$ cat src/rtl/cla_pkg.sv
// Shared types and constants for the two-stage 32-bit carry-lookahead adder.
// Holds the stage-1 payload layout and the group-level lookahead equations.
package cla_pkg;

  localparam int CLA_WIDTH   = 32;
  localparam int CLA_GROUP   = 8;
  localparam int CLA_NGROUPS = 4;

  typedef logic [CLA_WIDTH-1:0]   word_t;
  typedef logic [CLA_NGROUPS-1:0] grp_t;

  typedef struct packed {
    word_t p;
    word_t g;
    grp_t  grp_g;
    grp_t  grp_p;
    logic  cin;
  } stage1_t;

  // Flattened lookahead across the four groups; c[k] is the carry into bit 8*k.
  function automatic logic [CLA_NGROUPS:0] group_carries(input grp_t gg,
                                                          input grp_t gp,
                                                          input logic cin);
    logic [CLA_NGROUPS:0] c;
    c[0] = cin;
    c[1] = gg[0] | (gp[0] & cin);
    c[2] = gg[1] | (gp[1] & gg[0]) | (gp[1] & gp[0] & cin);
    c[3] = gg[2] | (gp[2] & gg[1]) | (gp[2] & gp[1] & gg[0])
         | (gp[2] & gp[1] & gp[0] & cin);
    c[4] = gg[3] | (gp[3] & gg[2]) | (gp[3] & gp[2] & gg[1])
         | (gp[3] & gp[2] & gp[1] & gg[0])
         | (gp[3] & gp[2] & gp[1] & gp[0] & cin);
    return c;
  endfunction

endpackage

$ cat src/rtl/cla_group8.sv
// One 8-bit lookahead group: group generate/propagate from the incoming operand bits,
// and intra-group carries from the registered bits once the group carry-in is known.
module cla_group8
  import cla_pkg::*;
(
  input  logic [CLA_GROUP-1:0] p_gp,
  input  logic [CLA_GROUP-1:0] g_gp,
  output logic                 grp_g,
  output logic                 grp_p,
  input  logic [CLA_GROUP-1:0] p_c,
  input  logic [CLA_GROUP-1:0] g_c,
  input  logic                 c_in,
  output logic [CLA_GROUP-1:0] carry
);

  always_comb begin
    grp_p = &p_gp;
    grp_g = g_gp[0];
    for (int i = 1; i < CLA_GROUP; i++) begin
      grp_g = g_gp[i] | (p_gp[i] & grp_g);
    end
  end

  // carry[i] is the carry into bit i of this group.
  always_comb begin
    carry    = '0;
    carry[0] = c_in;
    for (int i = 1; i < CLA_GROUP; i++) begin
      carry[i] = g_c[i-1] | (p_c[i-1] & carry[i-1]);
    end
  end

endmodule

$ cat src/rtl/cla_adder_pipe.sv
// Two-stage valid/ready 32-bit carry-lookahead adder with two's-complement overflow.
// Optional macro CLA_SUB_EN adds the sub port (a - b via inverted b and forced carry-in).
module cla_adder_pipe
  import cla_pkg::*;
(
  input  logic  clock,
  input  logic  reset,
  input  logic  in_valid,
  output logic  in_ready,
  input  word_t data_a,
  input  word_t data_b,
  input  logic  carry_in,
`ifdef CLA_SUB_EN
  input  logic  sub,
`endif
  output logic  out_valid,
  input  logic  out_ready,
  output word_t sum,
  output logic  carry_out,
  output logic  overflow
);

  word_t   b_eff_p0;
  logic    cin_p0;
  word_t   p_p0;
  word_t   g_p0;
  grp_t    grp_g_p0;
  grp_t    grp_p_p0;

  stage1_t s1_p1;
  logic    vld_p1;
  logic    [CLA_NGROUPS:0] gc_p1;
  word_t   c_p1;

  word_t   sum_p2;
  logic    cout_p2;
  logic    ovf_p2;
  logic    vld_p2;

  logic    s2_ready;

`ifdef CLA_SUB_EN
  // Subtraction ignores carry_in: a + ~b + 1.
  assign b_eff_p0 = sub ? ~data_b : data_b;
  assign cin_p0   = sub | carry_in;
`else
  assign b_eff_p0 = data_b;
  assign cin_p0   = carry_in;
`endif

  assign p_p0 = data_a ^ b_eff_p0;
  assign g_p0 = data_a & b_eff_p0;

  assign s2_ready = !vld_p2 || out_ready;
  assign in_ready = !vld_p1 || s2_ready;

  assign gc_p1 = group_carries(s1_p1.grp_g, s1_p1.grp_p, s1_p1.cin);

  for (genvar k = 0; k < CLA_NGROUPS; k++) begin : g_grp
    cla_group8 u_grp (
      .p_gp  (p_p0[k*CLA_GROUP +: CLA_GROUP]),
      .g_gp  (g_p0[k*CLA_GROUP +: CLA_GROUP]),
      .grp_g (grp_g_p0[k]),
      .grp_p (grp_p_p0[k]),
      .p_c   (s1_p1.p[k*CLA_GROUP +: CLA_GROUP]),
      .g_c   (s1_p1.g[k*CLA_GROUP +: CLA_GROUP]),
      .c_in  (gc_p1[k]),
      .carry (c_p1[k*CLA_GROUP +: CLA_GROUP])
    );
  end

  always_ff @(posedge clock or posedge reset) begin
    if (reset) begin
      vld_p1 <= 1'b0;
      vld_p2 <= 1'b0;
    end else begin
      if (in_ready) vld_p1 <= in_valid;
      if (s2_ready) vld_p2 <= vld_p1;
    end
  end

  // ---- stage 1: per-bit P/G, group P/G, effective carry-in ----
  always_ff @(posedge clock) begin
    if (in_valid && in_ready) begin
      s1_p1 <= '{p: p_p0, g: g_p0, grp_g: grp_g_p0, grp_p: grp_p_p0, cin: cin_p0};
    end
  end

  // ---- stage 2: lookahead carries, sum, carry-out, overflow ----
  always_ff @(posedge clock or posedge reset) begin
    if (reset) begin
      sum_p2  <= '0;
      cout_p2 <= 1'b0;
      ovf_p2  <= 1'b0;
    end else if (s2_ready && vld_p1) begin
      sum_p2  <= s1_p1.p ^ c_p1;
      cout_p2 <= gc_p1[CLA_NGROUPS];
      ovf_p2  <= c_p1[CLA_WIDTH-1] ^ gc_p1[CLA_NGROUPS];
    end
  end

  assign out_valid = vld_p2;
  assign sum       = sum_p2;
  assign carry_out = cout_p2;
  assign overflow  = ovf_p2;

endmodule

$ cat config.mk
export PLATFORM = sky130hd
export DESIGN_NAME = cla_adder_pipe
export DESIGN_NICKNAME = d
export VERILOG_FILES = /design/src/rtl/cla_pkg.sv /design/src/rtl/cla_group8.sv /design/src/rtl/cla_adder_pipe.sv
export SDC_FILE = /design/constraint.sdc
export NUM_CORES = 1
export LEC_CHECK = 0
export BUFFER_PORTS_ARGS = -buffer_cell sky130_fd_sc_hd__buf_2
export CAP_MARGIN = 0
export CORE_UTILIZATION = 45
export CTS_CLUSTER_DIAMETER = 60
export CTS_CLUSTER_SIZE = 8
export DETAILED_ROUTE_END_ITERATION = 10
export PLACE_DENSITY_LB_ADDON = 0.25
export SYNTH_ARGS = -nofsm -noshare
export SYNTH_HDL_FRONTEND = slang
export SYNTH_HIERARCHICAL = 1
export SYNTH_SLANG_ARGS = --single-unit
$ cat constraint.sdc
create_clock -name clock -period 4.9 [get_ports clock]
set_input_delay 0.98 -clock clock [delete_from_list [all_inputs] [get_ports clock]]
set_output_delay 0.98 -clock clock [all_outputs]
set_load 0.1 [all_outputs]
==> run metrics <==
outcome=finished, final reports clean; Ys Warns=6; commonest non-fill, non-tap cell in the layout=buf_2; Tmin final=2.62 ns; FP Rows=37; Area after DPL=5490 µm²; dpl hpwl=6550 µm; Final Util=54.6%; 1st-iter DRT viols=113; CTS tree=built; max_slew headroom=28.9%; CTS-repair resized insts=0; setup ws final=2.28 ns; DIE AREA=11,200 µm²; most used routing layer=met2; endpoints failing setup=0; crit path capture type=output pin; PD cells=443 nW/µm²; clock net sink count=105; Hold WS=0.477 ns; Mapped Cells=376; layout cells sized above 1=29.0%; crit path cell chain=buf_2, nor2b_4, nand2_1, buf_2; CP top delay family=buffers and inverters; Clock Skews=0.00770 ns; Hold Buf Count CTS=0; HP Class=reg2reg; Clock Latency Late Sink=0.36 ns; Die W=106 µm; met1 usage=19.5%; final net count=582; Critical path buffers and inverters=2; Clock transition at path regs=0.09 ns; Avg Vias per Cell=5.00; Cell Area, Synth=4870 µm²; grt met3 use=2.94%; global-route wire length before repair=14,000 µm; Worst Setup Path Type=in2out; Final Instance Area=5690 µm²; Max-Cap Viols=0; Fmax=382 MHz; Slew Viols, Final=0; core footprint=10,400 µm²; worst vdd ir=240 µV; Max Buffers Root-to-Sink=2; largest net degree at the start of global routing=70; most frequent CP cell=buf_2; diode count=0; Place WS=2.01 ns; H-tree Lvls=3; CP max stage cell=buf_2; Max FO, Critical Path=3; Die H=106 µm; Setup Buffers After CTS=0; Starting Density=46.8%; antenna violations before repair=0; Least-Margin Pin Slew=1.07 ns; IO Port Bufs=104; Worst Path Arrival=1.64 ns; First-pass DRT Iterations=4; io pins=105; Final Wtd Congestion=0.789; drt wl/cell=13.6 µm; Num CTS Buffers=9; Synth Net Count=477; total grt overflow=0; RSZ-0062 raised after global routing=false; vias=3,112; Worst EP required=3.92 ns; crit start category=primary input; Routed Antenna Nets=0; WL final=8460 µm; GR Util met2=28.2%; CTS root buffer=clkbuf_8; Fin Setup TNS=0 ns; Global Route Usage Sum=16.2%; DRC=0; Layout area overhead=16.7%; Avg Cell Area, Syn=13.0 µm²; Final Hold Vio Count=0; leading cell types in the layout, fill and taps excluded=buf_2, edfxtp_1, nand2_1, o21ai_0, dfrtp_1; Final period util=53.5%; vias in the first global route=3,042; max incr delay on CP=0.43 ns; Leak=2.41 nW
==> stage by stage <==
step	total power, W	instances
after floorplan	0.00186	376
after global routing	0.00263	622
after detailed placement	0.00202	606
after global placement	0.00201	606
final	0.00252	622
after CTS	0.00254	622
==> path summary, 6_finish.rpt <==
path                                     from             endpoint  slack [ns]  cells after the start
setup / recovery                    out_ready             in_ready        2.28                      4
hold / removal             sum[2]$_DFFE_PP0P_   sum[2]$_DFFE_PP0P_        0.48                      2
setup reg to reg           gc_p1[0]$_DFFE_PP_  sum[31]$_DFFE_PP0P_        2.61                      8
hold reg to reg            sum[2]$_DFFE_PP0P_   sum[2]$_DFFE_PP0P_        0.48                      2
max in group asynchronous               reset  sum[26]$_DFFE_PP0P_        3.86                      3
min in group asynchronous               reset  sum[13]$_DFFE_PP0P_        0.71                      3
==> where the power goes <==
part	leakage (nW)	switching [W]	total, W	internal [W]
sequential	1.11	0.0000652	0.00114	0.00107
clock	0.0892	0.000279	0.000528	0.000249
combinational	1.21	0.000675	0.000853	0.000178
total	2.41	0.00102	0.00252	0.00150
==> metal layers <==
layer / vias to the layer above / share of wire, %
li1: 1588 / -
met1: 1449 / 44
met2: 63 / 50
met3: 12 / 3.7
met4: 0 / 1.7
met5: - / 0
==> registers in the layout, indices dropped and copies added (netlist names) <==
signal and flops:
sum 32, gc_p1 1, out_valid 1, s1_p1 68, overflow 1, carry_out 1
vld_p1 1
==> tightest hold or removal path, delay by kind of cell (launching register included) <==
kind | cells | cell delay (ns)
AOI/OAI and AO/OA | 1 | 0.05
DFF | 1 | 0.35
and+or+nand+nor | 1 | 0.04
==> area by class of cell <==
cell class / instances / area, µm²
inverters: 5 / 18.8
flip-flops and latches: 105 / 2970
repair buffers: 106 / 536
multi-input cells: 254 / 1790
clock inverters: 5 / 56.3
well taps: 136 / 170
fillers: 931 / 4730
clock buffers: 11 / 141
Power figures use the tool's default switching activity.
